File: src/rtl/mem_pkg.sv
// Shared constants and types for the CPU memory responder.
// Includes bus command codes, the I/O address map, and the responder state.
package mem_pkg;

  localparam logic [1:0] MREAD  = 2'd1;
  localparam logic [1:0] MNONE  = 2'd2;
  localparam logic [1:0] MWRITE = 2'd3;

  localparam logic [8:0] ADDR_LED = 9'h100;
  localparam logic [8:0] ADDR_SW  = 9'h140;

  typedef enum logic {LOAD, SERVE} state_t;

  // Source of read_data for the cycle after a command.
  typedef enum logic [1:0] {SEL_ZERO, SEL_RAM, SEL_SW} rd_sel_t;

endpackage

File: src/rtl/mem_responder_if.sv
// CPU memory bus between the CPU (master) and the memory responder (slave).
// The CPU issues one command every cycle, and there is no stall.
// read_data carries the result of the previous cycle's MREAD.
interface mem_responder_if;
  logic [1:0]  mem_cmd;
  logic [8:0]  mem_addr;
  logic [15:0] write_data;
  logic [15:0] read_data;

  modport master (output mem_cmd, output mem_addr, output write_data, input read_data);
  modport slave  (input mem_cmd, input mem_addr, input write_data, output read_data);
endinterface

File: src/rtl/ram256x16.sv
// Single-port RAM with a synchronous write and a registered read.
// The read is read-first, so it can be inferred as block RAM.
module ram256x16 #(
  parameter int RAM_AW = 8
) (
  input  logic              clk,
  input  logic              we,
  input  logic [RAM_AW-1:0] addr,
  input  logic [15:0]       wdata,
  output logic [15:0]       rdata
);

  logic [15:0] mem [1<<RAM_AW];

  always_ff @(posedge clk) begin
    if (we) mem[addr] <= wdata;
    rdata <= mem[addr];
  end

endmodule

File: src/rtl/mem_responder.sv
// Memory-side responder: a boot-load phase fills RAM, then the CPU bus is served.
// The bus has one-cycle read latency. An LED register and a switch port are memory mapped.
module mem_responder
  import mem_pkg::*;
#(
  parameter bit BOOT_LOAD = 1'b1,
  parameter int RAM_AW    = 8
) (
  input  logic              clk,
  input  logic              reset,
  mem_responder_if.slave    bus,
  input  logic [7:0]        sw,
  output logic [7:0]        led,
  // Boot port handshake: a word transfers on any edge where ld_valid and ld_ready are both high.
  // ld_ready depends only on state, never on ld_valid.
  input  logic              ld_valid,
  input  logic [15:0]       ld_data,
  input  logic              ld_last,
  output logic              ld_ready,
  output logic              busy,
  output state_t            state_dbg
);

  localparam logic [RAM_AW-1:0] PTR_MAX = '1;

  state_t            state, state_next;
  logic [RAM_AW-1:0] ptr, ptr_next;
  rd_sel_t           sel_q, sel_next;
  logic [7:0]        sw_q;
  logic              ram_we, led_we;
  logic [RAM_AW-1:0] ram_addr;
  logic [15:0]       ram_wdata, ram_rdata;

  always_comb begin
    state_next = state;
    ptr_next   = ptr;
    sel_next   = SEL_ZERO;
    ram_we     = 1'b0;
    led_we     = 1'b0;
    ram_addr   = bus.mem_addr[RAM_AW-1:0];
    ram_wdata  = bus.write_data;
    case (state)
      LOAD: begin
        ram_addr  = ptr;
        ram_wdata = ld_data;
        if (ld_valid) begin
          ram_we = 1'b1;
          if (ld_last || ptr == PTR_MAX) state_next = SERVE;
          // The pointer stops at the top, so an overflowing load never wraps onto word 0.
          if (ptr != PTR_MAX) ptr_next = ptr + 1'b1;
        end
      end
      SERVE: begin
        case (bus.mem_cmd)
          MREAD: begin
            if (!bus.mem_addr[8])             sel_next = SEL_RAM;
            else if (bus.mem_addr == ADDR_SW) sel_next = SEL_SW;
          end
          MWRITE: begin
            if (!bus.mem_addr[8])              ram_we = 1'b1;
            else if (bus.mem_addr == ADDR_LED) led_we = 1'b1;
          end
          default: ;
        endcase
      end
      default: ;
    endcase
  end

  always_ff @(posedge clk) begin
    if (reset) begin
      state <= BOOT_LOAD ? LOAD : SERVE;
      ptr   <= '0;
      sel_q <= SEL_ZERO;
      sw_q  <= 8'h00;
      led   <= 8'h00;
    end else begin
      state <= state_next;
      ptr   <= ptr_next;
      sel_q <= sel_next;
      sw_q  <= sw;
      if (led_we) led <= bus.write_data[7:0];
    end
  end

  // A write is suppressed on the reset edge, so reset wins over a concurrent boot word.
  ram256x16 #(.RAM_AW(RAM_AW)) u_ram (
    .clk   (clk),
    .we    (ram_we && !reset),
    .addr  (ram_addr),
    .wdata (ram_wdata),
    .rdata (ram_rdata)
  );

  always_comb begin
    bus.read_data = 16'h0000;
    case (sel_q)
      SEL_RAM: bus.read_data = ram_rdata;
      SEL_SW:  bus.read_data = {8'h00, sw_q};
      default: ;
    endcase
  end

  assign ld_ready  = (state == LOAD);
  assign busy      = (state == LOAD);
  assign state_dbg = state;

endmodule

File: src/flat_wrapper.sv
// flat-port wrapper written by rule: the top's interface ports become plain ports
module mem_responder_flat import mem_pkg::*;
#(
  parameter bit BOOT_LOAD = 1'b1,
  parameter int RAM_AW    = 8
)
  (clk, reset, sw, led, ld_valid, ld_data, ld_last, ld_ready, busy, state_dbg, bus_mem_cmd, bus_mem_addr, bus_write_data, bus_read_data);
  mem_responder_if bus_i ();
  input  logic clk;
  input  logic reset;
  input  logic [7:0] sw;
  output logic [7:0] led;
  input  logic ld_valid;
  input  logic [15:0] ld_data;
  input  logic ld_last;
  output logic ld_ready;
  output logic busy;
  output state_t state_dbg;
  input wire logic [$bits(bus_i.mem_cmd)-1:0] bus_mem_cmd;
  input wire logic [$bits(bus_i.mem_addr)-1:0] bus_mem_addr;
  input wire logic [$bits(bus_i.write_data)-1:0] bus_write_data;
  output wire logic [$bits(bus_i.read_data)-1:0] bus_read_data;
  assign bus_i.mem_cmd = bus_mem_cmd;
  assign bus_i.mem_addr = bus_mem_addr;
  assign bus_i.write_data = bus_write_data;
  assign bus_read_data = bus_i.read_data;
  mem_responder #(.BOOT_LOAD(BOOT_LOAD), .RAM_AW(RAM_AW)) u_core (.clk(clk), .reset(reset), .bus(bus_i), .sw(sw), .led(led), .ld_valid(ld_valid), .ld_data(ld_data), .ld_last(ld_last), .ld_ready(ld_ready), .busy(busy), .state_dbg(state_dbg));
endmodule
File: config.mk
export PLATFORM = sky130hd
export DESIGN_NAME = mem_responder_flat
export DESIGN_NICKNAME = d
export VERILOG_FILES = /design/src/rtl/mem_pkg.sv /design/src/rtl/mem_responder_if.sv /design/src/rtl/ram256x16.sv /design/src/rtl/mem_responder.sv /design/src/flat_wrapper.sv
export SDC_FILE = /design/constraint.sdc
export NUM_CORES = 2
export LEC_CHECK = 0
export CORE_MARGIN = 2
export CORE_UTILIZATION = 30
export CTS_BUF_LIST = sky130_fd_sc_hd__clkbuf_4 sky130_fd_sc_hd__clkbuf_8 sky130_fd_sc_hd__clkbuf_16
export DETAILED_ROUTE_END_ITERATION = 7
export SYNTH_ARGS = -nofsm -noshare
export SYNTH_HDL_FRONTEND = slang
export SYNTH_SLANG_ARGS = --single-unit
File: constraint.sdc
create_clock -name clk -period 7.5 [get_ports clk]
set_input_delay 1.125 -clock clk [delete_from_list [all_inputs] [get_ports clk]]
set_output_delay 1.125 -clock clk [all_outputs]
set_load 0.1 [all_outputs]
# Yosys cells after proc, flatten, opt, wreduce, memory -nomap -nowiden
# Memories as Yosys holds them, arrays and structs flattened. A register that Yosys moved wholly into a read port is not among the register bits.
# Index checks and enable logic that the tools add are counted.
# word_totals
ramBits,4096
in_bits,55
reg_bits,27
memories,1
# mem_list
name,words,width,rd,rd_ports_with_merged_regs,wr,line,text
u_core.u_ram.mem,256,16,1,1,1,ram256x16.sv:13,logic [15:0] mem [1<<RAM_AW];
# op_classes
n_reduce_logical,6
n_mux,18
n_eq_ne,8
n_bitwise,3
addsub,1
# ops
operator,n
16-bit case mux with 2 select lines,1
"9-bit equality test, second input constant",2
16-bit two-way mux,1
1-bit two-way mux,13
"8-bit by 1-bit adder with 8-bit output, second input constant",1
"8-bit equality test, second input constant",1
8-bit two-way mux,1
"8-bit inequality test, second input constant",1
"2-bit by 1-bit equality test with 1-bit output, second input constant",2
"2-bit equality test, second input constant",2
4-bit OR reduction,1
1-bit inverter,3
3-bit AND reduction,1
3-bit OR reduction,1
2-bit two-way mux,1
1-bit case mux with 2 select lines,1
1-bit logical AND,1
1-bit zero test,1
1-bit logical OR,1

# Logic depth before layout (Yosys ltp)
# depth
ltp_word,6
mapped_depth,11

# By module
# Synthesis repeated with hierarchy kept, for this count alone.
# unflattened
cells_unflattened,6889
hier_area_um2,156903.0
# by_module_without_submodules
module,cells_each,n_inst,area_per_inst_um2
ram256x16,6727,1,155399.0
mem_responder,162,1,1503.9

# Least setup slack after synthesis
# OpenSTA, ideal clock, no wires.
# synth_path
path_kind,register -> register
start,"register u_core.state, in the netlist u_core.state_dbg"
end,"memory u_core.u_ram.mem[0][10], data pin"
arrival_ps,4283
period_less_slack_ps,4839
path_slack_ps,2661
path_buffers,5
path_stages_with_launch,7
required_ps,6944
setup_time_ps,556
cell_sequence,dfxtp_1 -> buf_2 -> buf_2 -> buf_2 -> buf_1 -> clkbuf_1 -> mux2_2
# synth_via
elab_chain_cells,1
# synth_lines
element,line,text
start: declaration,mem_responder.sv:26,"state_t state, state_next;"
start signal: assignment,mem_responder.sv:72,state <= BOOT_LOAD ? LOAD : SERVE;
start signal: assignment,mem_responder.sv:78,state <= state_next;
16-bit two-way mux,mem_responder.sv:42,case (state)
via u_core.ram_wdata[10],mem_responder.sv:32,"logic [15:0] ram_wdata, ram_rdata;"
end: declaration,ram256x16.sv:13,
# The timed path passes the listed nets, and every way through them passes these cells.

# Worst setup path in the final report
# layout_path
start,input bus_mem_addr[0]
end,"register u_core.u_ram.rdata[7], read port of u_core.u_ram.mem"
# layout_via
elab_chain_cells,1
# layout_lines
element,line,text
start: declaration,flat_wrapper.sv:20,input wire logic [$bits(bus_i.mem_addr)-1:0] bus_mem_addr;
8-bit two-way mux,mem_responder.sv:42,
end: declaration,ram256x16.sv:10,output logic [15:0] rdata
# Every way passes these cells.
# A chain may end at the register's enable or synchronous reset.

==> run summary <==
Setup Skew: 64.2 ps
leading area contributor after synthesis: edfxtp_1
fraction of the mapped netlist area in adder cells: 0.0238%
DR WL/cell: 28.7 µm
clk root buf: clkbuf_16
Crit. Startpoint: bus_mem_addr[0]
area growth from synthesis to layout: 16.7%
Tmin final: 5740 ps
starting density of the core: 30.1%
FP Rows: 266
reg-to-reg startpoint: u_core.state_dbg$_SDFF_PP0_
sequential power share: 50.6%
cts bufs inserted: 418
CP endpoint: u_core.u_ram.rdata[7]$_DFF_P_
CTS Sinks: 4,139
initial antenna violation count: 28
Slew @ Worst Pin: 1470 ps
Comb pwr share: 7.5%
synth top area cells: edfxtp_1 78%, mux4_2 15%, nand2_1 2.5%
post-detailed-route via-to-cell ratio: 5.19
DIE AREA: 532,000 µm²
Pint: 39.6 mW
Compound-Gate Fraction of Synth Area: 1.97%
Crit path required time: 8280 ps
first-pass GRT wire length: 615,000 µm
share of the synthesized area in the top cell type: 77.9%
Max Slew Vio Count: 0
post-synthesis instance area: 158,000 µm²
setup TNS: 0 ps
post-CTS sizing: 0
RD Place Congestion: 0.823
Mapped Cells: 7,397
P_sw: 11.3 mW
worst r2r dst: u_core.u_ram.mem[79][3]$_DFFE_PP_
number of synthesized flops with an enable pin: 4,096
Clock power frac: 41.9%
DR pass1 iterations: 5
Routed Antenna Nets: 0
FMAX: 174 MHz
Setup crit end kind: register
Initial DRC Count: 10,800
Leak: 55.3 nW
post-CTS setup buffers: 0
Tcrit/Tclk final: 76.5%
Tot Pwr: 50.9 mW
io pins: 82
mux share of post-synthesis cell area: 14.8%
Post-Syn Nets: 7,455
clk slew on worst S/H paths: 60 ps
commonest cells in the netlist: 4,096 x edfxtp_1, 1,063 x nand2_1, 1,024 x mux4_2
failing checks: max-capacitance violations
Setup crit start kind: input port
RSZ-0062 raised after global routing: false
Die Wd: 730 µm
Hold/Removal Path Class: reg -> reg
Arr. time, crit path: 6510 ps
VDD IR max: 0.203 mV
sequential area share after synthesis: 78.4%
HPWL after detailed placement: 253,000 µm
hold-fix buffers at CTS: 0
grt ovf: 0
Clock Latency Late Sink: 990 ps
count leader, synth: edfxtp_1
core footprint: 525,000 µm²
CTS tree: built
WL final: 438,000 µm
largest net degree at the start of global routing: 223
XOR/XNOR share of the synthesized area: 0.0388%
Global Route Usage Sum: 16.0%
status: complete, but fails checks
Post-Synth Simple-Gate Area: 3.45%
Switching Share: 22.2%
Final Util: 35.1%
drt drc: 0
slew margin rel.: 0.844%
Async S/R FF share, synth: 0%
pwr dens: 276 nW/µm²
synth unique cells: 45
worst setup path class: in -> reg
share of cells above drive strength 1: 27.7%
max cap viols: 1
Port Buffer Count: 81
Top FF cell, synth: edfxtp_1
reg2reg path depth: 7
Seq cells post-synth: 4,139
clk buf depth: 4
vias: 79,200
Ys Warns: 0
die height: 730 µm
final setup vio count: 0
vias in the first global route: 79,800
flop2flop setup slack: 1830 ps
main combinational cell family by area after synthesis: multiplexers
H-tree levels: 5
average size of a mapped cell: 21.3 µm²
CP Max Fanout: 74
fin nets: 7,983
Fin. Hold Viols: 0
==> cell usage in the layout (no fill, tap or decap), types with 42 or more instances in the layout <==
cell / count
a41oi_1: 256
buf_4: 413
bufinv_16: 49
clkbuf_16: 423
clkbuf_4: 85
clkdlybuf4s50_1: 77
clkinv_1: 80
clkinv_2: 73
dfxtp_1: 42
edfxtp_1: 4096
mux4_2: 1024
nand2_1: 1047
nor2_1: 254
==> kinds of logic after synthesis <==
group	after synthesis
AOI/OAI and AO/OA	347
xor gates and xnor gates	7
adders and majority gates	3
buffers and inverters	435
DFF	4139
muxes	1053
and+or+nand+nor	1413
==> layer usage <==
metal / up-vias / share of wire [%] / GRT usage, %
met5: - / 0.026 / 0
met4: 18 / 3.1 / 4.75
met3: 601 / 9.9 / 3.91
met2: 3934 / 47 / 25.5
met1: 42900 / 40 / 21.8
li1: 31700 / - / -
==> critical path: stages <==
cell             delay [ps]
clkdlybuf4s50_1         940
mux2_8                 1040
buf_12                  560
mux4_2                  580
nand2_1                 150
a41oi_1                 310
o41ai_2                1350
o2111ai_1               290
==> cell type report <==
cell class,count,area [µm²]
timing repair buffer,536,4690
inverter,7,26.3
multi-input combinational,2823,32800
clock buffer,518,11400
fill,48200,340000
antenna,19,47.5
clock inverter,250,2740
tap,6968,8720
sequential,4139,124000
==> how the worst min path moves through the flow <==
stage                                    start                         end  slack (ps)  cells past startpoint
global placement    u_core.led[0]$_SDFFE_PP0P_  u_core.led[0]$_SDFFE_PP0P_         480                      2
CTS                 u_core.led[0]$_SDFFE_PP0P_  u_core.led[0]$_SDFFE_PP0P_         520                      2
detailed placement  u_core.led[0]$_SDFFE_PP0P_  u_core.led[0]$_SDFFE_PP0P_         510                      2
global route        u_core.led[6]$_SDFFE_PP0P_  u_core.led[6]$_SDFFE_PP0P_         540                      2
finish              u_core.led[0]$_SDFFE_PP0P_  u_core.led[0]$_SDFFE_PP0P_         510                      2
floorplan           u_core.ptr[1]$_SDFFE_PP0P_  u_core.ptr[1]$_SDFFE_PP0P_         530                      2
==> flip-flops by register name, summed over array words and instances (netlist names) <==
register,cells
u_core.led,8
u_core.ptr,8
u_core.sel_q,2
u_core.state_dbg,1
u_core.sw_q,8
u_core.u_ram.mem,4096
u_core.u_ram.rdata,16
==> power by group through the flow <==
stage / sequential [mW] / clock, mW / combinational, mW
final: 25.8 / 21.3 / 3.82
after global routing: 25.8 / 22.5 / 4.03
after CTS: 25.8 / 21.6 / 3.86
after detailed placement: 26.3 / 0 / 3.85
after global placement: 26.3 / 0 / 3.78
after floorplan: 26.2 / 0 / 2.47
==> per-stage QoR <==
| stage | hold WS [ps] | instance area, µm² | setup WS [ps] | cells |
|---|---|---|---|---|
| 3_3_place_gp | 478 | 170000 | 318 | 14500 |
| 4_1_cts | 521 | 184000 | 1560 | 15200 |
| 5_1_grt | 540 | 184000 | 1510 | 15200 |
| 2_1_floorplan | 528 | 158000 | 2660 | 7397 |
| 6_report | 512 | 184000 | 1760 | 15300 |
| 3_5_place_dp | 508 | 170000 | 507 | 14500 |
Note: power is estimated with default switching activity, not from simulation.
